<file path="config.mk">
export PLATFORM = sky130hd
export DESIGN_NAME = sp_ram_initiator
export DESIGN_NICKNAME = d
export VERILOG_FILES = /design/src/rtl/sp_ram_pkg.sv /design/src/rtl/sp_ram_align.sv /design/src/rtl/sp_ram_initiator.sv
export SDC_FILE = /design/constraint.sdc
export NUM_CORES = 1
export LEC_CHECK = 0
export ABC_AREA = 1
export BUFFER_PORTS_ARGS = -buffer_cell sky130_fd_sc_hd__buf_2
export CORE_ASPECT_RATIO = 1.75
export CORE_MARGIN = 2
export CORE_UTILIZATION = 50
export DETAILED_ROUTE_END_ITERATION = 10
export GPL_TIMING_DRIVEN = 0
export PLACE_DENSITY = 0.79
export REMOVE_ABC_BUFFERS = 1
export SLEW_MARGIN = 20
export SYNTH_ARGS = -nofsm -noshare
export SYNTH_HDL_FRONTEND = slang
export SYNTH_SLANG_ARGS = --single-unit
</file>
<file path="constraint.sdc">
create_clock -name clk -period 2.95 [get_ports clk]
set_input_delay 0 -clock clk [delete_from_list [all_inputs] [get_ports clk]]
set_output_delay 0 -clock clk [all_outputs]
set_load 0.01 [all_outputs]
</file>
<file path="src/rtl/sp_ram_pkg.sv">
// Shared types and byte-enable helper for the single-port RAM initiator.
package sp_ram_pkg;

    typedef enum logic [1:0] {
        SZ_BYTE = 2'd0,
        SZ_HALF = 2'd1,
        SZ_WORD = 2'd2
    } size_e;

    typedef enum logic [2:0] {
        IDLE = 3'd0,
        ACC0 = 3'd1,
        ACC1 = 3'd2,
        CAPT = 3'd3,
        RSP  = 3'd4
    } state_e;

    // Access width in bytes; 0 marks the illegal size encoding.
    function automatic logic [2:0] nbytes(input logic [1:0] size);
        case (size)
            SZ_BYTE: nbytes = 3'd1;
            SZ_HALF: nbytes = 3'd2;
            SZ_WORD: nbytes = 3'd4;
            default: nbytes = 3'd0;
        endcase
    endfunction

    // Returns {be_lo, be_hi}: enables for the first word and for the spill into the next word.
    function automatic logic [7:0] be_mask(input logic [1:0] size, input logic [1:0] offset);
        logic [7:0] span;
        span    = ((8'd1 << nbytes(size)) - 8'd1) << offset;
        be_mask = {span[3:0], span[7:4]};
    endfunction

endpackage

</file>
<file path="src/rtl/sp_ram_align.sv">
// Combinational lane steering: store data shift onto byte lanes, load byte extract and extend.
module sp_ram_align
    import sp_ram_pkg::*;
(
    input  logic [1:0]  st_offset,
    input  logic [31:0] st_wdata,
    output logic [63:0] st_lanes,
    input  logic [63:0] ld_words,
    input  logic [1:0]  ld_offset,
    input  logic [1:0]  ld_size,
    input  logic        ld_unsigned,
    output logic [31:0] ld_data
);

    logic [31:0] ld_shifted;
    logic        sign_bit;

    always_comb begin
        st_lanes   = {32'd0, st_wdata} << {st_offset, 3'b000};
        ld_shifted = 32'(ld_words >> {ld_offset, 3'b000});
        ld_data    = ld_shifted;
        sign_bit   = 1'b0;
        case (ld_size)
            SZ_BYTE: begin
                sign_bit = ~ld_unsigned & ld_shifted[7];
                ld_data  = {{24{sign_bit}}, ld_shifted[7:0]};
            end
            SZ_HALF: begin
                sign_bit = ~ld_unsigned & ld_shifted[15];
                ld_data  = {{16{sign_bit}}, ld_shifted[15:0]};
            end
            default: ;
        endcase
    end

endmodule

</file>
<file path="src/rtl/sp_ram_initiator.sv">
// Single-port RAM initiator: one outstanding byte/half/word load or store.
// Word-spanning (split) accesses exist only when SP_RAM_MISALIGNED_EN is defined.
module sp_ram_initiator
    import sp_ram_pkg::*;
#(
    parameter int ADDR_WIDTH = 8,
    parameter int DATA_WIDTH = 32
) (
    input  logic                  clk,
    input  logic                  rst_i,
    input  logic                  req_valid_i,
    output logic                  req_ready_o,
    input  logic                  req_we_i,
    input  logic [ADDR_WIDTH-1:0] req_addr_i,
    input  logic [1:0]            req_size_i,
    input  logic                  req_unsigned_i,
    input  logic [DATA_WIDTH-1:0] req_wdata_i,
    output logic                  rsp_valid_o,
    input  logic                  rsp_ready_i,
    output logic [DATA_WIDTH-1:0] rsp_rdata_o,
    output logic                  rsp_err_o,
    output logic                  ram_en_o,
    output logic                  ram_we_o,
    output logic [ADDR_WIDTH-1:0] ram_addr_o,
    output logic [DATA_WIDTH-1:0] ram_wdata_o,
    output logic [3:0]            ram_be_o,
    input  logic [DATA_WIDTH-1:0] ram_rdata_i
);

    localparam int WAW = ADDR_WIDTH - 2;

    if (DATA_WIDTH != 32) begin : g_width_check
        $error("sp_ram_initiator supports DATA_WIDTH = 32 only");
    end

    state_e                state_q, state_d;
    logic                  we_q, uns_q, err_q;
    logic [ADDR_WIDTH-1:0] addr_q;
    logic [1:0]            size_q;
    logic [31:0]           wdata_q, rdata_q;
`ifdef SP_RAM_MISALIGNED_EN
    logic [31:0]           buf_q;
`endif

    logic                  ram_en_q, ram_we_q, ram_en_d, ram_we_d;
    logic [ADDR_WIDTH-1:0] ram_addr_q, ram_addr_d;
    logic [31:0]           ram_wdata_q, ram_wdata_d;
    logic [3:0]            ram_be_q, ram_be_d;

    logic                  accept, cur_we, cur_err, cur_split;
    logic [ADDR_WIDTH-1:0] cur_addr;
    logic [WAW-1:0]        cur_waddr;
    logic [1:0]            cur_size, cur_off;
    logic [2:0]            cur_nb;
    logic [7:0]            cur_be;
    logic [31:0]           cur_wdata, ld_data;
    logic [63:0]           st_lanes, ld_words;

    assign req_ready_o = (state_q == IDLE) && !rst_i;
    assign rsp_valid_o = (state_q == RSP) && !rst_i;
    assign rsp_rdata_o = rdata_q;
    assign rsp_err_o   = err_q;
    assign accept      = req_valid_i && req_ready_o;
    assign ram_en_o    = ram_en_q;
    assign ram_we_o    = ram_we_q;
    assign ram_addr_o  = ram_addr_q;
    assign ram_wdata_o = ram_wdata_q;
    assign ram_be_o    = ram_be_q;

    // While idle the live request is decoded so the first access can be registered on the accept edge.
    always_comb begin
        cur_we    = (state_q == IDLE) ? req_we_i    : we_q;
        cur_addr  = (state_q == IDLE) ? req_addr_i  : addr_q;
        cur_size  = (state_q == IDLE) ? req_size_i  : size_q;
        cur_wdata = (state_q == IDLE) ? req_wdata_i : wdata_q;
        cur_off   = cur_addr[1:0];
        cur_waddr = cur_addr[ADDR_WIDTH-1:2];
        cur_nb    = nbytes(cur_size);
        cur_be    = be_mask(cur_size, cur_off);
        cur_err   = (cur_size == 2'd3);
`ifdef SP_RAM_MISALIGNED_EN
        cur_split = ({1'b0, cur_off} + cur_nb) > 3'd4;
`else
        cur_split = 1'b0;
        if ((cur_off & 2'(cur_nb - 3'd1)) != 2'b00) cur_err = 1'b1;
`endif
    end

    always_comb begin
`ifdef SP_RAM_MISALIGNED_EN
        ld_words = cur_split ? {ram_rdata_i, buf_q} : {32'd0, ram_rdata_i};
`else
        ld_words = {32'd0, ram_rdata_i};
`endif
    end

    sp_ram_align u_align (
        .st_offset   (cur_off),
        .st_wdata    (cur_wdata),
        .st_lanes    (st_lanes),
        .ld_words    (ld_words),
        .ld_offset   (addr_q[1:0]),
        .ld_size     (size_q),
        .ld_unsigned (uns_q),
        .ld_data     (ld_data)
    );

    always_comb begin
        state_d = state_q;
        case (state_q)
            IDLE: if (accept) state_d = cur_err ? RSP : ACC0;
            ACC0: begin
                if (cur_split)   state_d = ACC1;
                else if (cur_we) state_d = RSP;
                else             state_d = CAPT;
            end
            ACC1: state_d = cur_we ? RSP : CAPT;
            CAPT: state_d = RSP;
            RSP:  if (rsp_ready_i) state_d = IDLE;
            default: state_d = IDLE;
        endcase
    end

    // RAM pins are a function of the state being entered, so they are registered outputs.
    always_comb begin
        ram_en_d    = 1'b0;
        ram_we_d    = 1'b0;
        ram_addr_d  = '0;
        ram_wdata_d = '0;
        ram_be_d    = '0;
        if (state_d == ACC0) begin
            ram_en_d    = 1'b1;
            ram_we_d    = cur_we;
            ram_addr_d  = {cur_waddr, 2'b00};
            ram_be_d    = cur_be[7:4];
            ram_wdata_d = st_lanes[31:0];
        end else if (state_d == ACC1) begin
            ram_en_d    = 1'b1;
            ram_we_d    = cur_we;
            ram_addr_d  = {cur_waddr + WAW'(1), 2'b00};
            ram_be_d    = cur_be[3:0];
            ram_wdata_d = st_lanes[63:32];
        end
    end

    always_ff @(posedge clk) begin
        if (rst_i) begin
            state_q     <= IDLE;
            we_q        <= 1'b0;
            uns_q       <= 1'b0;
            addr_q      <= '0;
            size_q      <= '0;
            wdata_q     <= '0;
            rdata_q     <= '0;
            err_q       <= 1'b0;
            ram_en_q    <= 1'b0;
            ram_we_q    <= 1'b0;
            ram_addr_q  <= '0;
            ram_wdata_q <= '0;
            ram_be_q    <= '0;
`ifdef SP_RAM_MISALIGNED_EN
            buf_q       <= '0;
`endif
        end else begin
            state_q     <= state_d;
            ram_en_q    <= ram_en_d;
            ram_we_q    <= ram_we_d;
            ram_addr_q  <= ram_addr_d;
            ram_wdata_q <= ram_wdata_d;
            ram_be_q    <= ram_be_d;
            if (accept) begin
                we_q    <= req_we_i;
                uns_q   <= req_unsigned_i;
                addr_q  <= req_addr_i;
                size_q  <= req_size_i;
                wdata_q <= req_wdata_i;
                rdata_q <= '0;
                err_q   <= cur_err;
            end
`ifdef SP_RAM_MISALIGNED_EN
            if (state_q == ACC1 && !we_q) buf_q <= ram_rdata_i;
`endif
            if (state_q == CAPT) rdata_q <= ld_data;
        end
    end

endmodule

</file>
==> run metrics <==
outcome=completed; critical-path cell list=clkinvlp_4 > nand3_1 > nand3_2 > nand3_2 > nand2_1 > a21oi_1; Final ANT Viol Nets=0; Setup crit end kind=flop; Final Hold Viols=0; Synth Instances=851; WL per Instance=between 10 and 15 um; Worst slew margin=47.8%; post-synthesis sequential area ratio=around 43%; Synth Register Bits=124; maximum VDD drop=0.000443 V; Syn Area/Cell=around 6.7 um2; GP Congestion=0.903; post-synth top area cell=dfxtp_1; Max Slew Vio Count=0; final instance area=between 7000 and 8000 um2; Crit path required time=about 3.3 ns; slowest stage cell, crit path=clkinvlp_4; H-tree depth=4; CP top delay family=simple AND/OR/NAND/NOR gates; final setup skew=between 0.008 and 0.009 ns; top achievable clock speed=372 MHz; fin crit period=2.69 ns; Clock Tree Buf Depth=2; area delta synth->final=32.0%; Leak Pwr=~3.5 nW; crit path buf inv count=1; TNS Setup=0 ns; Critical Path Most Common Cell=nand3_2; I/O pins=~160; Starting Density=between 50% and 60%; clock sink count=124; Total Wirelength=around 17000 um; clock-pin slew on the worst setup and hold paths=0.05 ns; layout cells sized above 1=between 20% and 30%; Inserted Clock Buffers=17; top cell type's share of synthesized area=43.4%; # setup viols final=0; initial antenna violation count=0; CP max FO=39; Die X=between 80 and 90 um; max cap viols=0; # rows=between 50 and 60; power density over the cells=724 nW/um2; Nets=1108; routed vias=roughly 6300; Critical Path AT=3.01 ns; CTS tree=built; Yosys cell types=25; crit path kind=flop to flop; Core Footprint=around 11000 um2; vias per std cell=5.38; element type at the critical path start=flop; Die Ht=roughly 150 um; synthesized area=about 5700 um2; FF-to-FF setup slack=roughly 0.26 ns; RSZ-0062 raised after global routing=no; Overflow after GRT=0; Yosys warning total=0; CTS root buf=clkbuf_16; DR pass1 iterations=7; number of remaining DRC errors=0; worst-skew pair later-pin latency=approximately 0.41 ns; first-pass GRT wire length=28200 um; Port Buffers=158; # diodes=0; Total Routing Usage GR=~28%; CP max stage delay=around 0.70 ns; Final Cycle Share=between 90 and 100%; number of DRC markers in iteration 0=349; largest net degree at the start of global routing=65; vias in the first global route=between 5000 and 6000; Final Total Pwr=roughly 5.5 mW; die area=approximately 12000 um2; worst slew pin tran=0.783 ns; synth top area cells=dfxtp_1, nand2_1, nand3_1; hpwl dp=10300 um; Hold WC Path Type=input pin to flop; DP Area=between 6000 and 7000 um2
[report_power, final]
group / internal, mW / switching, mW / leakage (nW)
Combinational: 0.508 / 1.09 / 2.24
Sequential: 1.83 / 0.0877 / 1.01
Clock: 1.24 / 0.713 / 0.272
Total: 3.58 / 1.89 / 3.52
[cell usage after synthesis, drive strengths merged]
cell type,count
buf,30
o211ai,7
clkbuf,32
nand3,104
conb,1
nor2,36
inv,41
ha,4
nand2,303
nand4,1
o21ai,76
dfxtp,124
a21oi,88
nor3b,2
or2,1
nor3,1
[sequential cells by signal, indices dropped and copies added, names as in the netlist]
| signal | flops |
|---|---|
| ram_wdata_o | 32 |
| rsp_rdata_o | 32 |
| wdata_q | 32 |
| addr_q | 8 |
| ram_addr_o | 6 |
| ram_be_o | 4 |
| state_q | 3 |
| size_q | 2 |
| ram_en_o | 1 |
| ram_we_o | 1 |
| rsp_err_o | 1 |
| uns_q | 1 |
| we_q | 1 |
[routing by layer]
layer	wire (um)	track usage (%)
met1	6610	31.2
met2	9280	51.0
met3	1000	5.56
met4	477	11.9
met5	0	0
[cells by family after synthesis]
kind of cell	Yosys count	share of synthesized area, %
flops	124	43.4
other cells	1	0.0656
compound gates	171	15.3
fa+ha+maj	4	0.875
simple gates	448	32.9
buf+inv	103	7.52
[worst register-to-register path, cell delays in order, from the launching register on]
cell	delay, ns
dfxtp_1	0.66
clkinvlp_4	0.71
nand3_1	0.37
nand3_2	0.26
nand3_2	0.35
nand2_1	0.10
a21oi_1	0.16
[layout by cell type (no fill, tap or decap)]
cell type / count
o211ai_1: 7
inv_2: 7
bufinv_16: 2
clkinv_2: 6
nor3_4: 1
inv_6: 1
buf_2: 158
clkbuf_8: 1
nor2_1: 34
clkbuf_1: 3
a21oi_1: 88
dlygate4sd3_1: 50
nand3_2: 2
nand2_1: 297
inv_4: 1
or2_1: 1
o21ai_1: 9
buf_4: 2
inv_1: 30
buf_6: 2
nor2_2: 2
clkinvlp_4: 4
dfxtp_2: 1
nor3b_1: 2
ha_1: 4
nand3_1: 102
nor2_4: 1
nand4_2: 1
o21ai_0: 67
dfxtp_1: 123
clkbuf_16: 17
conb_1: 2
nand4_4: 1
nand2_2: 5
nand2_8: 1
[area by class of cell]
class | count | area [um2]
well taps | 132 | 165
fillers | 1035 | 3610
repair inverters | 1 | 7.51
flip-flops and latches | 124 | 2480
inverters | 41 | 169
clock buffers | 21 | 450
repair buffers | 212 | 1330
multi-input cells | 627 | 2850
clock inverters | 9 | 97.6
[repair_timing]
action                                  CTS  global route
setup buffers                             2             0
pin swaps                                 3             0
endpoints found under the setup margin   88            74
hold buffers                             50             0
endpoints found under the hold margin    64             0
gates resized for setup                   4             8
cloned                                    2             1
[per-stage QoR]
step                      hold slack, ns  utilization [%]  setup WS [ns]  std cells
after floorplan                   0.0475                -         -0.774        790
after global placement             0.196             57.3          -2.69       1080
after detailed placement           0.212             57.6         -0.848       1082
after CTS                       0.000412             67.4         0.0781       1166
after global routing              0.0211             67.6         0.0110       1167
final                           0.000572             67.6          0.263       1167
[worst paths after layout]
check                 start              end  cells after the start
max               addr_q[1]  rsp_rdata_o[24]                      6
min          ram_rdata_i[2]   rsp_rdata_o[2]                      5
max reg2reg       addr_q[1]  rsp_rdata_o[24]                      6
min reg2reg     wdata_q[17]      wdata_q[17]                      2
(Power assumes the default switching activity.)
